File: src/rtl/trivium_decryptor_if.sv
// Byte-stream and control bundle for the Trivium decryptor.
// The decryptor takes the slave modport. The driving side takes the master modport.
interface trivium_decryptor_if;
    logic        start;
    logic [79:0] key;
    logic [79:0] iv;
    logic        ready;
    logic        in_valid;
    logic        in_ready;
    logic [7:0]  in_data;
    logic        out_valid;
    logic        out_ready;
    logic [7:0]  out_data;

    modport slave (
        input  start, key, iv, in_valid, in_data, out_ready,
        output ready, in_ready, out_valid, out_data
    );

    modport master (
        output start, key, iv, in_valid, in_data, out_ready,
        input  ready, in_ready, out_valid, out_data
    );
endinterface

File: src/rtl/trivium_decryptor.sv
// Trivium stream decryptor: load key/IV, run WARMUP discarded updates, then XOR
// 8 keystream bits (z0 into the LSB) into each accepted ciphertext byte.
module trivium_decryptor #(
    parameter int WARMUP = 1152
) (
    input  logic                 clk,
    input  logic                 rst,
    trivium_decryptor_if.slave   bus
);
    localparam int CW = $clog2(WARMUP + 1);

    typedef enum logic [2:0] {IDLE, WARM, READY, SHIFT, OUT} state_e;

    state_e         state_q, state_d;
    logic [CW-1:0]  cnt_q, cnt_d;
    logic [2:0]     bit_q, bit_d;
    logic [287:0]   s_q, s_d;
    logic [7:0]     byte_q, byte_d;
    logic [7:0]     out_data_q, out_data_d;
    logic           out_valid_q, out_valid_d;
    logic           ready_q, ready_d;

    logic           t1, t2, t3, z;
    logic [287:0]   s_upd;
    logic [287:0]   s_load;
    logic [7:0]     byte_x;

    // Bit i-1 of s_q holds s_i.
    always_comb begin
        t1 = s_q[65]  ^ s_q[92];
        t2 = s_q[161] ^ s_q[176];
        t3 = s_q[242] ^ s_q[287];
        z  = t1 ^ t2 ^ t3;
        t1 = t1 ^ (s_q[90]  & s_q[91])  ^ s_q[170];
        t2 = t2 ^ (s_q[174] & s_q[175]) ^ s_q[263];
        t3 = t3 ^ (s_q[285] & s_q[286]) ^ s_q[68];
        s_upd  = {s_q[286:177], t2, s_q[175:93], t1, s_q[91:0], t3};
        s_load = {3'b111, 112'b0, bus.iv, 13'b0, bus.key};
        byte_x = byte_q;
        byte_x[bit_q] = byte_q[bit_q] ^ z;
    end

    // NOTE: every _d gets its hold value first so no path leaves a latch.
    always_comb begin
        state_d     = state_q;
        cnt_d       = cnt_q;
        bit_d       = bit_q;
        s_d         = s_q;
        byte_d      = byte_q;
        out_data_d  = out_data_q;
        out_valid_d = out_valid_q;
        ready_d     = ready_q;

        if (bus.start) begin
            // Restart wins over any handshake and discards an in-flight byte.
            state_d     = WARM;
            s_d         = s_load;
            cnt_d       = '0;
            bit_d       = '0;
            ready_d     = 1'b0;
            out_valid_d = 1'b0;
        end else begin
            unique case (state_q)
                IDLE: ;
                WARM: begin
                    if (cnt_q == CW'(WARMUP)) begin
                        state_d = READY;
                        ready_d = 1'b1;
                        cnt_d   = '0;
                    end else begin
                        s_d   = s_upd;
                        cnt_d = cnt_q + 1'b1;
                    end
                end
                READY: begin
                    if (bus.in_valid) begin
                        byte_d  = bus.in_data;
                        bit_d   = '0;
                        state_d = SHIFT;
                    end
                end
                SHIFT: begin
                    s_d    = s_upd;
                    byte_d = byte_x;
                    bit_d  = bit_q + 1'b1;
                    if (bit_q == 3'd7) begin
                        state_d     = OUT;
                        out_valid_d = 1'b1;
                        out_data_d  = byte_x;
                    end
                end
                OUT: begin
                    if (bus.out_ready) begin
                        state_d     = READY;
                        out_valid_d = 1'b0;
                    end
                end
                default: state_d = IDLE;
            endcase
        end
    end

    // NOTE: non-blocking assignments keep every flop sampling pre-edge values.
    always_ff @(posedge clk or negedge rst) begin
        if (!rst) begin
            state_q     <= IDLE;
            cnt_q       <= '0;
            bit_q       <= '0;
            s_q         <= '0;
            byte_q      <= '0;
            out_data_q  <= '0;
            out_valid_q <= 1'b0;
            ready_q     <= 1'b0;
        end else begin
            state_q     <= state_d;
            cnt_q       <= cnt_d;
            bit_q       <= bit_d;
            s_q         <= s_d;
            byte_q      <= byte_d;
            out_data_q  <= out_data_d;
            out_valid_q <= out_valid_d;
            ready_q     <= ready_d;
        end
    end

    assign bus.ready     = ready_q;
    assign bus.in_ready  = (state_q == READY) && !bus.start;
    assign bus.out_valid = out_valid_q;
    assign bus.out_data  = out_data_q;
endmodule

File: src/flat_wrapper.sv
// flat-port wrapper written by rule: the top's interface ports become plain ports
module trivium_decryptor_flat 
#(
    parameter int WARMUP = 1152
)
  (clk, rst, bus_start, bus_key, bus_iv, bus_in_valid, bus_in_data, bus_out_ready, bus_ready, bus_in_ready, bus_out_valid, bus_out_data);
  trivium_decryptor_if bus_i ();
  input  logic clk;
  input  logic rst;
  input wire logic [$bits(bus_i.start)-1:0] bus_start;
  input wire logic [$bits(bus_i.key)-1:0] bus_key;
  input wire logic [$bits(bus_i.iv)-1:0] bus_iv;
  input wire logic [$bits(bus_i.in_valid)-1:0] bus_in_valid;
  input wire logic [$bits(bus_i.in_data)-1:0] bus_in_data;
  input wire logic [$bits(bus_i.out_ready)-1:0] bus_out_ready;
  output wire logic [$bits(bus_i.ready)-1:0] bus_ready;
  output wire logic [$bits(bus_i.in_ready)-1:0] bus_in_ready;
  output wire logic [$bits(bus_i.out_valid)-1:0] bus_out_valid;
  output wire logic [$bits(bus_i.out_data)-1:0] bus_out_data;
  assign bus_i.start = bus_start;
  assign bus_i.key = bus_key;
  assign bus_i.iv = bus_iv;
  assign bus_i.in_valid = bus_in_valid;
  assign bus_i.in_data = bus_in_data;
  assign bus_i.out_ready = bus_out_ready;
  assign bus_ready = bus_i.ready;
  assign bus_in_ready = bus_i.in_ready;
  assign bus_out_valid = bus_i.out_valid;
  assign bus_out_data = bus_i.out_data;
  trivium_decryptor #(.WARMUP(WARMUP)) u_core (.clk(clk), .rst(rst), .bus(bus_i));
endmodule
File: config.mk
export PLATFORM = sky130hd
export DESIGN_NAME = trivium_decryptor_flat
export DESIGN_NICKNAME = d
export VERILOG_FILES = /design/src/rtl/trivium_decryptor_if.sv /design/src/rtl/trivium_decryptor.sv /design/src/flat_wrapper.sv
export SDC_FILE = /design/constraint.sdc
export NUM_CORES = 1
export LEC_CHECK = 0
export ABC_AREA = 1
export CORE_UTILIZATION = 42
export CTS_CLUSTER_SIZE = 10
export DETAILED_ROUTE_END_ITERATION = 7
export PLACE_DENSITY = 0.59
export SLEW_MARGIN = 15
export SYNTH_ARGS = -nofsm -noshare
export SYNTH_HDL_FRONTEND = slang
export SYNTH_SLANG_ARGS = --single-unit
File: constraint.sdc
create_clock -name clk -period 2.3 [get_ports clk]
set_clock_uncertainty 0.15 [all_clocks]
set_input_delay 0.23 -clock clk [delete_from_list [all_inputs] [get_ports clk]]
set_output_delay 0.23 -clock clk [all_outputs]
set_load 0.01 [all_outputs]
== Yosys cells after proc, flatten, opt, wreduce, memory -nomap -nowiden ==
Index checks and enable logic that the tools add are counted.

* $add $sub $neg: 2
* $mul: 0
* Divide/modulo/power cells: 0
* Order comparisons: 2
* Eq/ne operators: 13
* Shifts and indexed selects: 0
* Multiplexer cells: 29
* Bitwise operators: 16
* Reduce and logical (&&, ||, !) cells: 17

{| class="wikitable"
|+ Operator list
! kind !! count
|-
| 288-bit 2-to-1 mux || 2
|-
| 288-bit case mux with 2 select lines || 1
|-
| 11-bit 2-to-1 mux || 3
|-
| 3-bit 2-to-1 mux || 7
|-
| 8-bit case mux with 2 select lines || 1
|-
| 3-bit case mux with 5 select lines || 1
|-
| 1-bit XOR || 12
|-
| 11-bit by 1-bit adder with 11-bit output, second input constant || 1
|-
| 11-bit equality test, second input constant || 1
|-
| 3-bit inequality test, second input constant || 3
|-
| 3-bit AND reduction || 3
|-
| 3-bit nonzero test || 3
|-
| 8-bit bitwise mux || 1
|-
| 1-bit 2-to-1 mux || 8
|-
| 8-bit 2-to-1 mux || 1
|-
| 3-bit by 2-bit equality test with 1-bit output, second input constant || 2
|-
| 3-bit equality test, second input constant || 2
|-
| 3-bit by 2-bit inequality test with 1-bit output, second input constant || 2
|-
| 3-bit case mux with 2 select lines || 1
|-
| 2-bit AND reduction || 3
|-
| 2-bit nonzero test || 3
|-
| 5-bit AND reduction || 1
|-
| 3-bit by 4-bit less-than comparator with 1-bit output, second input constant || 1
|-
| 2-bit inequality test, second input constant || 2
|-
| other kinds (11) || 14
|}

* Flip-flop bits (word level): 323
* Latch bits: 0
* Bits in writable memories: 0
* ROM bits: 0
* Input port bits: 173
* Logic and storage cells: 87
* Memories: 0

== Logic depth before layout (Yosys ltp) ==
* Depth in word-level cells: 6
* Depth in mapped cells: 15
* Depth with buffers taken out: 14

== Least setup slack after synthesis ==
No wires, ideal clock.

* Kind: flip-flop to flip-flop
* Start: register u_core.cnt_q[0]
* End: register u_core.s_q[100]
* Library setup time: 0.122 ns
* Data arrival time: 1.530 ns
* Data required time: 2.028 ns
* Slack: 0.498 ns
* Cell stages (with the launch flop): 12
* Path buffers: 2
* Cell sequence: dfrtp_1 > inv_1 > ha_1 > nand4_1 > nor3_1 > nand2_1 > nand2_4 > inv_4 > buf_8 > buf_8 > o211ai_2 > o21ai_2

* Cells in the longest elaborated chain, start to end: 3

{| class="wikitable"
|+ RTL lines
! what !! RTL line !! text
|-
| start: declaration || trivium_decryptor.sv:15 || <nowiki>logic [CW-1:0] cnt_q, cnt_d;</nowiki>
|-
| start signal: assignment || trivium_decryptor.sv:116 || <nowiki>cnt_q <= cnt_d;</nowiki>
|-
| 11-bit equality test || trivium_decryptor.sv:66 || <nowiki>if (cnt_q == CW'(WARMUP)) begin</nowiki>
|-
| 3-bit inequality test (no line) || n/a ||
|-
| 2-bit AND reduction (no line) || n/a ||
|-
| end signal: assignment || trivium_decryptor.sv:109 || <nowiki>s_q <= '0;</nowiki>
|-
| end signal: assignment || trivium_decryptor.sv:118 || <nowiki>s_q <= s_d;</nowiki>
|-
| end: declaration || trivium_decryptor.sv:17 || <nowiki>logic [287:0] s_q, s_d;</nowiki>
|}

No other way between the ends.
A chain may end at the register's enable or synchronous reset.

== Final worst setup path ==
* Start: register u_core.state_q[2]
* End: output port bus_in_ready

* Cells in the longest elaborated chain, start to end: 2

{| class="wikitable"
|+ RTL lines
! what !! RTL line !! text
|-
| start: declaration || trivium_decryptor.sv:14 || <nowiki>state_e state_q, state_d;</nowiki>
|-
| start signal: assignment || trivium_decryptor.sv:115 || <nowiki>state_q <= state_d;</nowiki>
|-
| 3-bit by 2-bit equality test with 1-bit output || trivium_decryptor.sv:127 || <nowiki>assign bus.in_ready = (state_q == READY) && !bus.start;</nowiki>
|-
| 1-bit logical AND || trivium_decryptor.sv:127 ||
|-
| end: declaration || flat_wrapper.sv:17 || <nowiki>output wire logic [$bits(bus_i.in_ready)-1:0] bus_in_ready;</nowiki>
|}

No other way between the ends.

==> qor.yml <==
status:
  status: "complete, no violations"
clock_network:
  htreeDepth: 2
  cts.sinks: 323
  numCtsBuffers: 39
  cts_tree: "yes"
  clk_pin_slew_ps: 60
  clockBufferDepth: 3
  cts_root_buf: "clkbuf_16"
  clock_latency_ps: 510
floorplan:
  core_area_sq_mm: 0.03802
  io_pins: 184
  die-area_sq_mm: 0.03981
  die_y_microns: 199.5
  die_width_microns: 199.5
  floorplan.initialDensity_pct: 43.10
  row_count: 71
grt:
  grt_use_total_pct: 17.63
  grt_pass1_vias: 11380
  antenna_found_initial: 1
  grt_max_degree: 121
  grt_pass1_wl_mm: 57.37
  grt_remaining_overflow: 0
critical_path:
  critPathArrivalTime_ps: 1740
  critical_path.endpoint_type: "output pin"
  path_max_fanout: 3
  crit_required_ps: 1920
  r2r_slack_ps: 230
  critPathLaunchType: "register"
  path_class: "reg2out"
timing:
  tns_ps: 0
  relSlewSlack_pct: 59.22
  max_freq_mhz: 470.6
  worst_slew_pin_slew_ps: 611.7
  hold_viol_final: 0
  setup_viol: 0
  min_period_ps: 2125
  grt_setup_unrepaired: "no"
  period_share_pct: 92.39
  final_max_slew_viol_count: 0
final_layout:
  insertedDiodeCount: 0
  final_cell_area_sq_mm: 0.01983
  layout-drive-gt1-share_pct: 21.88
  area_growth_pct: 21.00
  layout.nets: 2067
placed_design:
  port_buffers: 183
  gp_congestion: 0.7868
  dpl_cell_area_sq_mm: 0.01869
  dp.final_hpwl_mm: 22.78
routing:
  drt_pass1_iterations: 5
  wl_per_cell_microns: 14.25
  remaining_drc_errors: 0
  ant_nets: 0
  vias: 11810
  dr.first_iter.drc_count: 632
  viasPerCell: 4.895
  drt_wl_total_mm: 34.38
synth:
  synth.avg_cell_area_sq_um: 9.429
  yosys_most_used_dff: "dfrtp_1"
  yosysSeqAreaShare_pct: 49.32
  synth-edff-count: 0
  synth.distinct_cells: 33
  syn_inst: 1738
  synth_area_leaders: "dfrtp_1 49%, nand2_1 12%, o211ai_2 11%, o21ai_2 8.2%, inv_1 4.3%"
  netlist_area_sq_mm: 0.01639
  syn_nets: 1915
  ys_ff_latch: 323
  yosysTopAreaCell: "dfrtp_1"
  synth_common_cells: "527 x nand2_1, 323 x dfrtp_1, 188 x inv_1"
  yosysWarnings: 0
  async_reset_ff_share_pct: 100.0
  synth_most_common_cell: "nand2_1"
  yosysTopAreaCellShare_pct: 49.32
flow_run:
  max-cap-violations: 0
pwr:
  pwr-share-comb_pct: 35.0
  switching_share_pct: 34.54
  seqPwrFrac_pct: 38.2
  p_switching_w: 0.007040
  p_per_area_mw_per_mm2: 1028
  ir_drop_v: 0.0004918
  clock_power_share_pct: 26.8
  p_int_w: 0.01335
  p_leak_nw: 8.964
hold_path:
  min_path_type: "in2async"
==> area by class of cell <==
type	count	area [sq um]
clock buffer	50	1080
clock inverter	2	10.01
fill	3528	18190
inverter	194	752.0
multi-input combinational	1102	6701
sequential	323	8083
tap	511	639.4
timing repair buffer	230	2564
==> critical path, cell delays in order, from the launching register on <==
cell	delay, ps
dfrtp_1	400
inv_2	80
nand2_2	80
nor2_1	140
inv_1	110
nor2_4	140
dlygate4sd2_1	280
==> power by group through the flow <==
stage / Clock (W) / Combinational, W / Sequential (W)
floorplan: 0 / 0.00574 / 0.00774
global placement: 0 / 0.00705 / 0.00785
detailed placement: 0 / 0.00720 / 0.00788
finish: 0.00545 / 0.00714 / 0.00779
CTS: 0.00564 / 0.00724 / 0.00780
global route: 0.00582 / 0.00805 / 0.00796
==> metrics by stage <==
step	std cells	power, W	hold WS, ps	util (%)	worst slack, ps
2_1_floorplan	1738	0.01348	-215.6	-	498.2
3_3_place_gp	2359	0.01489	87.58	49.16	82.85
3_5_place_dp	2359	0.01508	98.46	49.16	56.93
4_1_cts	2412	0.02068	132.3	52.07	146.8
5_1_grt	2412	0.02183	167.1	52.15	46.75
6_report	2412	0.02039	142.2	52.15	175.0
==> registers in the layout, summed over array words and instances, names as in the netlist <==
name and cells:
u_core.bus.out_data 8, u_core.s_q 288, u_core.cnt_q 11, u_core.state_q 3, u_core.bus.out_valid 1, u_core.bit_q 3
u_core.byte_q 8, u_core.bus.ready 1
==> final timing paths <==
kind	from	endpoint	cells past startpoint
setup / recovery	u_core.state_q[2]	bus_in_ready	6
hold / removal	rst	u_core.s_q[38]	2
setup reg to reg	u_core.cnt_q[0]	u_core.s_q[231]	10
hold reg to reg	u_core.s_q[200]	u_core.s_q[200]	2
max in group asynchronous	rst	u_core.s_q[235]	3
min in group clk	bus_key[1]	u_core.s_q[1]	3
==> cell families (layout without fill, tap and decap cells) <==
kind of cell	count (synthesis)	count (layout)	share of synthesized area [%]
XOR/XNOR	10	10	0.5345
adder cells (fa/ha/maj)	4	4	0.3054
flip-flops	323	323	49.32
AO/OA/AOI/OAI	481	481	25.52
buffers and inverters	313	476	9.933
AND/OR/NAND/NOR	607	607	14.39
==> metal layers <==
metal  part of all wire, %  vias up  global-route usage (%)
met4                   1.6        2                   4.467
met3                   4.0       46                   2.447
met2                    45      193                   27.17
li1                      -     5995                       -
met5                 0.038        -                       0
met1                    50     5570                   25.96
==> repair_timing <==
action                                  in CTS  in global routing
hold buffers                                 1                  0
gates resized for setup                      3                  5
pin swaps                                    0                  0
endpoints found under the hold margin       83                  0
buffers inserted                             0                  0
endpoints found under the setup margin       1                 14
==> cells in the final DEF (no fill, tap or decap), types with 2 or more instances in the layout <==
cell	count
nor2_2	2
clkbuf_1	7
nor2_4	3
a31oi_1	12
o211ai_2	150
ha_1	4
xnor2_1	2
nand4_1	4
buf_16	3
nand2_1	526
o22ai_1	6
inv_1	187
nor2_1	39
o211ai_1	7
o21ai_1	6
o21ai_0	133
nand3_1	16
clkdlybuf4s50_1	181
buf_4	18
inv_2	5
o21ai_2	154
dfrtp_1	323
xor2_1	8
clkbuf_8	2
nand2_2	4
a21oi_1	5
buf_12	25
clkinv_2	2
nor3_1	11
clkbuf_16	41
o31ai_1	6
Note: power is estimated with default switching activity, not from simulation.
